===== config.mk =====
export PLATFORM = sky130hd
export DESIGN_NAME = data_array_port_ctrl_flat
export DESIGN_NICKNAME = d
export VERILOG_FILES = /design/src/rtl/data_array_port_ctrl_pkg.sv /design/src/rtl/data_array_port_ctrl_if.sv /design/src/rtl/data_array_rsp_queue.sv /design/src/rtl/data_array_port_ctrl.sv /design/src/flat_wrapper.sv
export SDC_FILE = /design/constraint.sdc
export NUM_CORES = 1
export LEC_CHECK = 0
export BUFFER_PORTS_ARGS = -buffer_cell sky130_fd_sc_hd__buf_2
export CAP_MARGIN = 20
export CORE_MARGIN = 1.5
export CORE_UTILIZATION = 42
export CTS_CLUSTER_SIZE = 25
export DETAILED_ROUTE_END_ITERATION = 10
export PLACE_DENSITY = 0.83
export RECOVER_POWER = 50
export SETUP_SLACK_MARGIN = 0.02
export SLEW_MARGIN = 10
export SYNTH_ARGS = -nofsm -noshare
export SYNTH_HDL_FRONTEND = slang
export SYNTH_SLANG_ARGS = --single-unit

===== constraint.sdc =====
create_clock -name clock -period 3.6 [get_ports clock]
set_input_delay 0.36 -clock clock [delete_from_list [all_inputs] [get_ports clock]]
set_output_delay 0.36 -clock clock [all_outputs]
set_load 0.01 [all_outputs]

===== src/rtl/data_array_port_ctrl_pkg.sv =====
// Shared definitions for the data array port controller.
//   - default geometry of the 2-lane x 32-bit data array
//   - FSM state encoding
//   - lane-mask-all-ones constant used by the zero-initialisation sweep
package data_array_port_ctrl_pkg;

  localparam int ADDR_W_DEF    = 11;
  localparam int LANE_W_DEF    = 32;
  localparam int LANES_DEF     = 2;
  localparam int RSP_DEPTH_DEF = 2;

  typedef enum logic {
    ST_INIT = 1'b0,
    ST_RUN  = 1'b1
  } state_t;

  localparam logic [LANES_DEF-1:0] MASK_ALL = '1;

endpackage


===== src/rtl/data_array_port_ctrl_if.sv =====
// Request/response handshake bundle between the cache pipeline and the
// data array port controller.
//   req_*  : valid/ready request channel (read or masked write)
//   rsp_*  : valid/ready read-response channel
// master = cache pipeline side, slave = controller side.
interface data_array_port_ctrl_if #(
  parameter int ADDR_W = 11,
  parameter int DATA_W = 64,
  parameter int LANES  = 2
);

  logic              req_valid;
  logic              req_ready;
  logic              req_write;
  logic [ADDR_W-1:0] req_addr;
  logic [DATA_W-1:0] req_wdata;
  logic [LANES-1:0]  req_mask;
  logic              rsp_valid;
  logic              rsp_ready;
  logic [DATA_W-1:0] rsp_rdata;

  modport master (
    output req_valid, req_write, req_addr, req_wdata, req_mask, rsp_ready,
    input  req_ready, rsp_valid, rsp_rdata
  );

  modport slave (
    input  req_valid, req_write, req_addr, req_wdata, req_mask, rsp_ready,
    output req_ready, rsp_valid, rsp_rdata
  );

endinterface


===== src/rtl/data_array_rsp_queue.sv =====
// Small FIFO holding captured read data until the consumer takes it.
//   clock, reset_n : clock and async active-low reset (pointers/count only)
//   push, push_data: enqueue one entry (caller guarantees space)
//   pop            : dequeue head entry; ignored when empty
//   pop_data       : head entry, stable until popped
//   count          : current occupancy
//   not_empty      : count != 0
module data_array_rsp_queue #(
  parameter  int DEPTH = 2,
  parameter  int WIDTH = 64,
  localparam int PTR_W = $clog2(DEPTH),
  localparam int CNT_W = PTR_W + 1
) (
  input  logic             clock,
  input  logic             reset_n,
  input  logic             push,
  input  logic [WIDTH-1:0] push_data,
  input  logic             pop,
  output logic [WIDTH-1:0] pop_data,
  output logic [CNT_W-1:0] count,
  output logic             not_empty
);

  logic [WIDTH-1:0] mem_q [DEPTH];
  logic [PTR_W-1:0] wr_ptr_q;
  logic [PTR_W-1:0] rd_ptr_q;
  logic [CNT_W-1:0] count_q;
  logic             pop_ok;

  assign pop_ok    = pop && (count_q != '0);
  assign pop_data  = mem_q[rd_ptr_q];
  assign count     = count_q;
  assign not_empty = (count_q != '0);

  // Depth is a power of two, so pointer overflow is the modulo wrap.
  always_ff @(posedge clock or negedge reset_n) begin
    if (!reset_n) begin
      wr_ptr_q <= '0;
      rd_ptr_q <= '0;
      count_q  <= '0;
    end else begin
      if (push)   wr_ptr_q <= wr_ptr_q + PTR_W'(1);
      if (pop_ok) rd_ptr_q <= rd_ptr_q + PTR_W'(1);
      case ({push, pop_ok})
        2'b10:   count_q <= count_q + CNT_W'(1);
        2'b01:   count_q <= count_q - CNT_W'(1);
        default: count_q <= count_q;
      endcase
    end
  end

  always_ff @(posedge clock) begin
    if (push) mem_q[wr_ptr_q] <= push_data;
  end

endmodule


===== src/rtl/data_array_port_ctrl.sv =====
// Requester-side controller for the single-port (RW0) data array.
//   clock, reset_n : clock (also the array clock), async active-low reset
//   bus            : request/response handshake (slave side)
//   init_done      : high once the zero-initialisation sweep has finished
//   arr_*          : array RW0 port; arr_rdata valid the cycle after a read
// After reset every entry is written with zero, then valid/ready requests are
// passed straight through to the array. Read data returns one cycle later
// and is captured into a response queue; request credits guarantee room.
module data_array_port_ctrl
  import data_array_port_ctrl_pkg::*;
#(
  parameter int ADDR_W    = ADDR_W_DEF,
  parameter int LANE_W    = LANE_W_DEF,
  parameter int LANES     = LANES_DEF,
  parameter int RSP_DEPTH = RSP_DEPTH_DEF
) (
  input  logic                    clock,
  input  logic                    reset_n,
  data_array_port_ctrl_if.slave   bus,
  output logic                    init_done,
  output logic                    arr_en,
  output logic                    arr_wmode,
  output logic [ADDR_W-1:0]       arr_addr,
  output logic [LANES*LANE_W-1:0] arr_wdata,
  output logic [LANES-1:0]        arr_wmask,
  input  logic [LANES*LANE_W-1:0] arr_rdata
);

  localparam int DATA_W = LANES * LANE_W;
  localparam int CNT_W  = $clog2(RSP_DEPTH) + 1;
  localparam int USE_W  = CNT_W + 1;
  localparam logic [ADDR_W-1:0] CNT_LAST = '1;

  state_t            state_q, state_d;
  logic              armed_q;
  logic [ADDR_W-1:0] cnt_q;
  logic              inflight_q;
  logic              req_ready;
  logic              accept;
  logic              rd_accept;
  logic [CNT_W-1:0]  q_count;
  logic [USE_W-1:0]  used;
  logic              rsp_pop;

  // armed_q keeps the array idle in the first cycle out of reset so the
  // port shows en=0/wmode=0 while reset is asserted.
  always_ff @(posedge clock or negedge reset_n) begin
    if (!reset_n) begin
      state_q    <= ST_INIT;
      armed_q    <= 1'b0;
      cnt_q      <= '0;
      inflight_q <= 1'b0;
    end else begin
      state_q    <= state_d;
      armed_q    <= 1'b1;
      inflight_q <= rd_accept;
      if (state_q == ST_INIT && armed_q && cnt_q != CNT_LAST)
        cnt_q <= cnt_q + ADDR_W'(1);
    end
  end

  // Credits count both queued data and the read whose data is still on its
  // way from the array; only registered state feeds req_ready.
  assign used = USE_W'(q_count) + USE_W'(inflight_q);

  always_comb begin
    state_d   = state_q;
    req_ready = 1'b0;
    accept    = 1'b0;
    rd_accept = 1'b0;
    arr_en    = 1'b0;
    arr_wmode = 1'b0;
    arr_addr  = bus.req_addr;
    arr_wdata = bus.req_wdata;
    arr_wmask = '0;
    case (state_q)
      ST_INIT: begin
        arr_en    = armed_q;
        arr_wmode = armed_q;
        arr_addr  = cnt_q;
        arr_wdata = '0;
        arr_wmask = '1;
        if (armed_q && cnt_q == CNT_LAST) state_d = ST_RUN;
      end
      ST_RUN: begin
        req_ready = (used < USE_W'(RSP_DEPTH));
        accept    = bus.req_valid && req_ready;
        rd_accept = accept && !bus.req_write;
        arr_en    = accept;
        arr_wmode = accept && bus.req_write;
        if (accept && bus.req_write) arr_wmask = bus.req_mask;
      end
      default: state_d = ST_INIT;
    endcase
  end

  assign bus.req_ready = req_ready;
  assign init_done     = (state_q == ST_RUN);
  assign rsp_pop       = bus.rsp_valid && bus.rsp_ready;

  data_array_rsp_queue #(
    .DEPTH (RSP_DEPTH),
    .WIDTH (DATA_W)
  ) u_rsp_queue (
    .clock     (clock),
    .reset_n   (reset_n),
    .push      (inflight_q),
    .push_data (arr_rdata),
    .pop       (rsp_pop),
    .pop_data  (bus.rsp_rdata),
    .count     (q_count),
    .not_empty (bus.rsp_valid)
  );

endmodule

===== src/flat_wrapper.sv =====
// flat-port wrapper written by rule: the top's interface ports become plain ports
module data_array_port_ctrl_flat import data_array_port_ctrl_pkg::*;
#(
  parameter int ADDR_W    = ADDR_W_DEF,
  parameter int LANE_W    = LANE_W_DEF,
  parameter int LANES     = LANES_DEF,
  parameter int RSP_DEPTH = RSP_DEPTH_DEF
)
  (clock, reset_n, init_done, arr_en, arr_wmode, arr_addr, arr_wdata, arr_wmask, arr_rdata, bus_req_valid, bus_req_write, bus_req_addr, bus_req_wdata, bus_req_mask, bus_rsp_ready, bus_req_ready, bus_rsp_valid, bus_rsp_rdata);
  data_array_port_ctrl_if #(.ADDR_W(ADDR_W), .LANES(LANES)) bus_i ();
  input  logic clock;
  input  logic reset_n;
  output logic init_done;
  output logic arr_en;
  output logic arr_wmode;
  output logic [ADDR_W-1:0] arr_addr;
  output logic [LANES*LANE_W-1:0] arr_wdata;
  output logic [LANES-1:0] arr_wmask;
  input  logic [LANES*LANE_W-1:0] arr_rdata;
  input wire logic [$bits(bus_i.req_valid)-1:0] bus_req_valid;
  input wire logic [$bits(bus_i.req_write)-1:0] bus_req_write;
  input wire logic [$bits(bus_i.req_addr)-1:0] bus_req_addr;
  input wire logic [$bits(bus_i.req_wdata)-1:0] bus_req_wdata;
  input wire logic [$bits(bus_i.req_mask)-1:0] bus_req_mask;
  input wire logic [$bits(bus_i.rsp_ready)-1:0] bus_rsp_ready;
  output wire logic [$bits(bus_i.req_ready)-1:0] bus_req_ready;
  output wire logic [$bits(bus_i.rsp_valid)-1:0] bus_rsp_valid;
  output wire logic [$bits(bus_i.rsp_rdata)-1:0] bus_rsp_rdata;
  assign bus_i.req_valid = bus_req_valid;
  assign bus_i.req_write = bus_req_write;
  assign bus_i.req_addr = bus_req_addr;
  assign bus_i.req_wdata = bus_req_wdata;
  assign bus_i.req_mask = bus_req_mask;
  assign bus_i.rsp_ready = bus_rsp_ready;
  assign bus_req_ready = bus_i.req_ready;
  assign bus_rsp_valid = bus_i.rsp_valid;
  assign bus_rsp_rdata = bus_i.rsp_rdata;
  data_array_port_ctrl #(.ADDR_W(ADDR_W), .LANE_W(LANE_W), .LANES(LANES), .RSP_DEPTH(RSP_DEPTH)) u_core (.clock(clock), .reset_n(reset_n), .bus(bus_i), .init_done(init_done), .arr_en(arr_en), .arr_wmode(arr_wmode), .arr_addr(arr_addr), .arr_wdata(arr_wdata), .arr_wmask(arr_wmask), .arr_rdata(arr_rdata));
endmodule

==> impl_metrics.py <==
metrics = {
    "yosys": {
        "ys.flop_type": "edfxtp_1",
        "synth_xor_area_share_pct": 1.01,
        "synth_fa_ha_area_share_pct": 0.411,
        "synth-simple-area-share_pct": 9.94,
        "synth_top_family_by_area": "multiplexers",
        "async_reset_ff_share_pct": 12.3,
        "yosys_warnings": 0,
        "synth_compound_area_share_pct": 2.26,
        "yosysSeqAreaShare_pct": 70.5,
        "syn_area_sq_um": 6090,
        "syn_area_per_cell_sq_um": 16.5,
        "syn_inst": 370,
        "synth_edf_count": 128,
        "synth_cell_types": 39,
        "synth_seq_cells": 146,
        "syn_nets": 518,
        "synth.area.mux_share_pct": 14.2,
    },
    "floorplanning": {
        "die_w_um": 123,
        "die_area_sq_um": 15200,
        "rows": 43,
        "die_h_um": 123,
        "design.core.area_sq_um": 14000,
        "pin_count": 292,
        "start_util_pct": 43.4,
    },
    "timing": {
        "slew_headroom_pct": -24.3,
        "maxSlewViolCount": 19,
        "rsz0062_at_grt": "no",
        "fin_crit_sh_pct": 75.5,
        "fmax_ghz": 0.368,
        "hold_viol_final": 0,
        "worst_slew_pin_slew_ps": 1860,
        "period_needed_ps": 2720,
        "clock_skew_ps": 8.40,
        "tns_ps": 0,
        "setup_slack_ps": 883,
        "setup_violations": 0,
    },
    "detailed_routing": {
        "wirelength_um": 16200,
        "num_vias": 4260,
        "drc": 0,
        "drtPass1Iterations": 4,
        "viasPerCell": 4.93,
        "ant_nets": 0,
        "routedWlPerCell_um": 18.7,
        "dr.first_iter.drc_count": 214,
    },
    "cts": {
        "cts_tree": "built",
        "cts_buffers": 17,
        "insertion_delay_ps": 410,
        "root_buffer": "clkbuf_16",
        "clk_path_buf_depth": 2,
        "post-cts-setup-buffer-count": 0,
        "cts_resized": 0,
        "htreeDepth": 4,
        "clkTransAtPathRegs_ps": 60,
        "cts_sinks": 146,
    },
    "global_route": {
        "grtUsageMet1_pct": 23.2,
        "grt_antenna_before_repair": 2,
        "grtUsageMet2_pct": 35.7,
        "busiest_layer": "met2",
        "grt_pass1_wl_um": 23400,
        "grt_pass1_vias": 4367,
        "grt_use_met3_pct": 9.23,
        "gr-total-overflow": 0,
        "grt_max_degree": 88,
        "grt_usage_pct": 21.0,
    },
    "power": {
        "peakVddDrop_mv": 0.298,
        "p_leak_nw": 3.50,
        "p_per_area_nw_per_um2": 597,
    },
    "cells_and_area": {
        "area_delta_synth_final_pct": 36.8,
        "nNetsFinal": 817,
        "multi_input_area_sq_um": 1680,
        "register_area_sq_um": 4300,
        "drive_above_1_share_pct": 53.2,
        "fillCellCount": 1125,
    },
    "placed_design": {
        "portBuffers": 291,
        "place_ws_ps": 1390,
        "dp_hpwl_um": 12200,
        "place.gp.congestion": 0.866,
    },
    "critical_path": {
        "start_kind": "flop",
        "worstSetupStartpoint": "u_core.inflight_q",
        "crit_type": "flop to flop",
        "cp-end-kind": "flop",
        "r2r-start": "u_core.inflight_q",
        "worst-path-max-fanout": 22,
        "cp.required_ps": 3620,
        "arrival_ps": 2740,
    },
    "min_path": {
        "hold_class": "input pin to flop",
        "worstHoldStart": "arr_rdata[40]",
    },
    "run": {
        "cap_violations": 1,
    },
    "status": {
        "outcome": "finished with violations",
        "violations": "capacitance limit, slew limit",
    },
}
## flip-flops by register name (all words and copies together) (netlist names)
name,cells
u_core.u_rsp_queue.mem_q,128
u_core.cnt_q,11
u_core.inflight_q,1
u_core.u_rsp_queue.count,2
u_core.armed_q,1
u_core.u_rsp_queue.wr_ptr_q,1
u_core.u_rsp_queue.rd_ptr_q,1
u_core.init_done,1
## Yosys cell counts, types with 2 or more instances
| master | count | area, sq um |
|---|---|---|
| a21oi_1 | 6 | 30.0 |
| a31oi_1 | 2 | 12.5 |
| and2_1 | 68 | 425 |
| and3_2 | 2 | 15.0 |
| buf_2 | 9 | 45.0 |
| clkbuf_1 | 7 | 26.3 |
| dfrtp_1 | 18 | 450 |
| edfxtp_1 | 128 | 3840 |
| ha_1 | 2 | 25.0 |
| inv_1 | 3 | 11.3 |
| mux2_2 | 76 | 856 |
| nand2_1 | 6 | 22.5 |
| nand3_1 | 3 | 15.0 |
| nand4_1 | 3 | 18.8 |
| nor2_1 | 7 | 26.3 |
| o21ai_0 | 2 | 10.0 |
| xnor2_1 | 4 | 35.0 |
| xor2_1 | 3 | 26.3 |
## timing repair
action,4_1_cts,5_1_grt
endpoints found under the setup margin,0,0
hold buffers,1,0
hold endpoints to repair,18,0
## metrics by stage
step	utilization, %	hold slack (ps)	cells	total power [W]	area, sq um
final	59.3	136	864	0.00498	8330
after global placement	55.2	304	828	0.00310	7750
after CTS	59.8	113	861	0.00503	8400
after global routing	59.3	110	864	0.00520	8330
after detailed placement	55.2	315	828	0.00314	7750
after floorplan	-	64.4	370	0.00273	6090
## worst max-delay path: stages (launching register included)
cell and delay [ps]:
dfrtp_1 410, and2_0 940, clkbuf_1 960
## final timing paths
path,cells after the start,to,slack [ps]
max,2,u_core.u_rsp_queue.mem_q[1][0],880
min,1,u_core.u_rsp_queue.mem_q[0][40],140
max reg2reg,2,u_core.u_rsp_queue.mem_q[1][0],880
min reg2reg,1,u_core.cnt_q[0],530
max in group asynchronous,2,u_core.u_rsp_queue.rd_ptr_q,2260
min in group asynchronous,2,u_core.init_done,640
## area by class of cell
type	count	area share, %
flip-flops and latches	146	51.6
multi-input cells	203	20.2
repair buffers	298	17.7
clock buffers	18	5.15
well taps	180	2.70
clock inverters	14	2.52
inverters	3	0.135
diodes	2	0.0601
## power breakdown
part | internal (W) | switching (W) | total [W] | leakage [nW]
sequential | 0.00190 | 0.000159 | 0.00206 | 1.38
clock | 0.00123 | 0.000649 | 0.00188 | 0.308
combinational | 0.000568 | 0.000470 | 0.00104 | 1.82
total | 0.00370 | 0.00128 | 0.00498 | 3.50
## logic make-up (layout without fill, tap and decap cells)
logic type,Yosys count,in the layout
muxes,77,77
buffers and inverters,21,333
other,1,3
adders and majority gates,2,2
AOI/OAI and AO/OA,18,18
DFF,146,146
and+or+nand+nor,98,98
xor gates and xnor gates,7,7
## metal layers
metal  share of wire [%]  wire length, um  vias to the layer above
li1                    -                -                     1974
met1                  38             6150                     2039
met5                   0                0                        -
met4                 2.3              380                        0
met3                 9.3             1500                       27
met2                  50             8150                      220
## layout by cell type (no fill, tap or decap), types with 2 or more instances in the layout
cell type     n
xnor2_1       4
diode_2       2
a31oi_1       2
inv_6         2
nor2_1        7
mux2_2       76
nand3_1       3
clkinv_2      3
clkbuf_1     49
ha_1          2
xor2_1        3
inv_1         3
clkbuf_16    17
and2_0        4
dfrtp_1      17
buf_2       244
nand2_1       6
bufinv_16     5
and3_2        2
buf_4         3
a21oi_1       6
o21ai_0       2
and2_1       64
nand4_1       3
buf_12        2
edfxtp_1    128
clkinvlp_4    2
(Power assumes the default switching activity.)
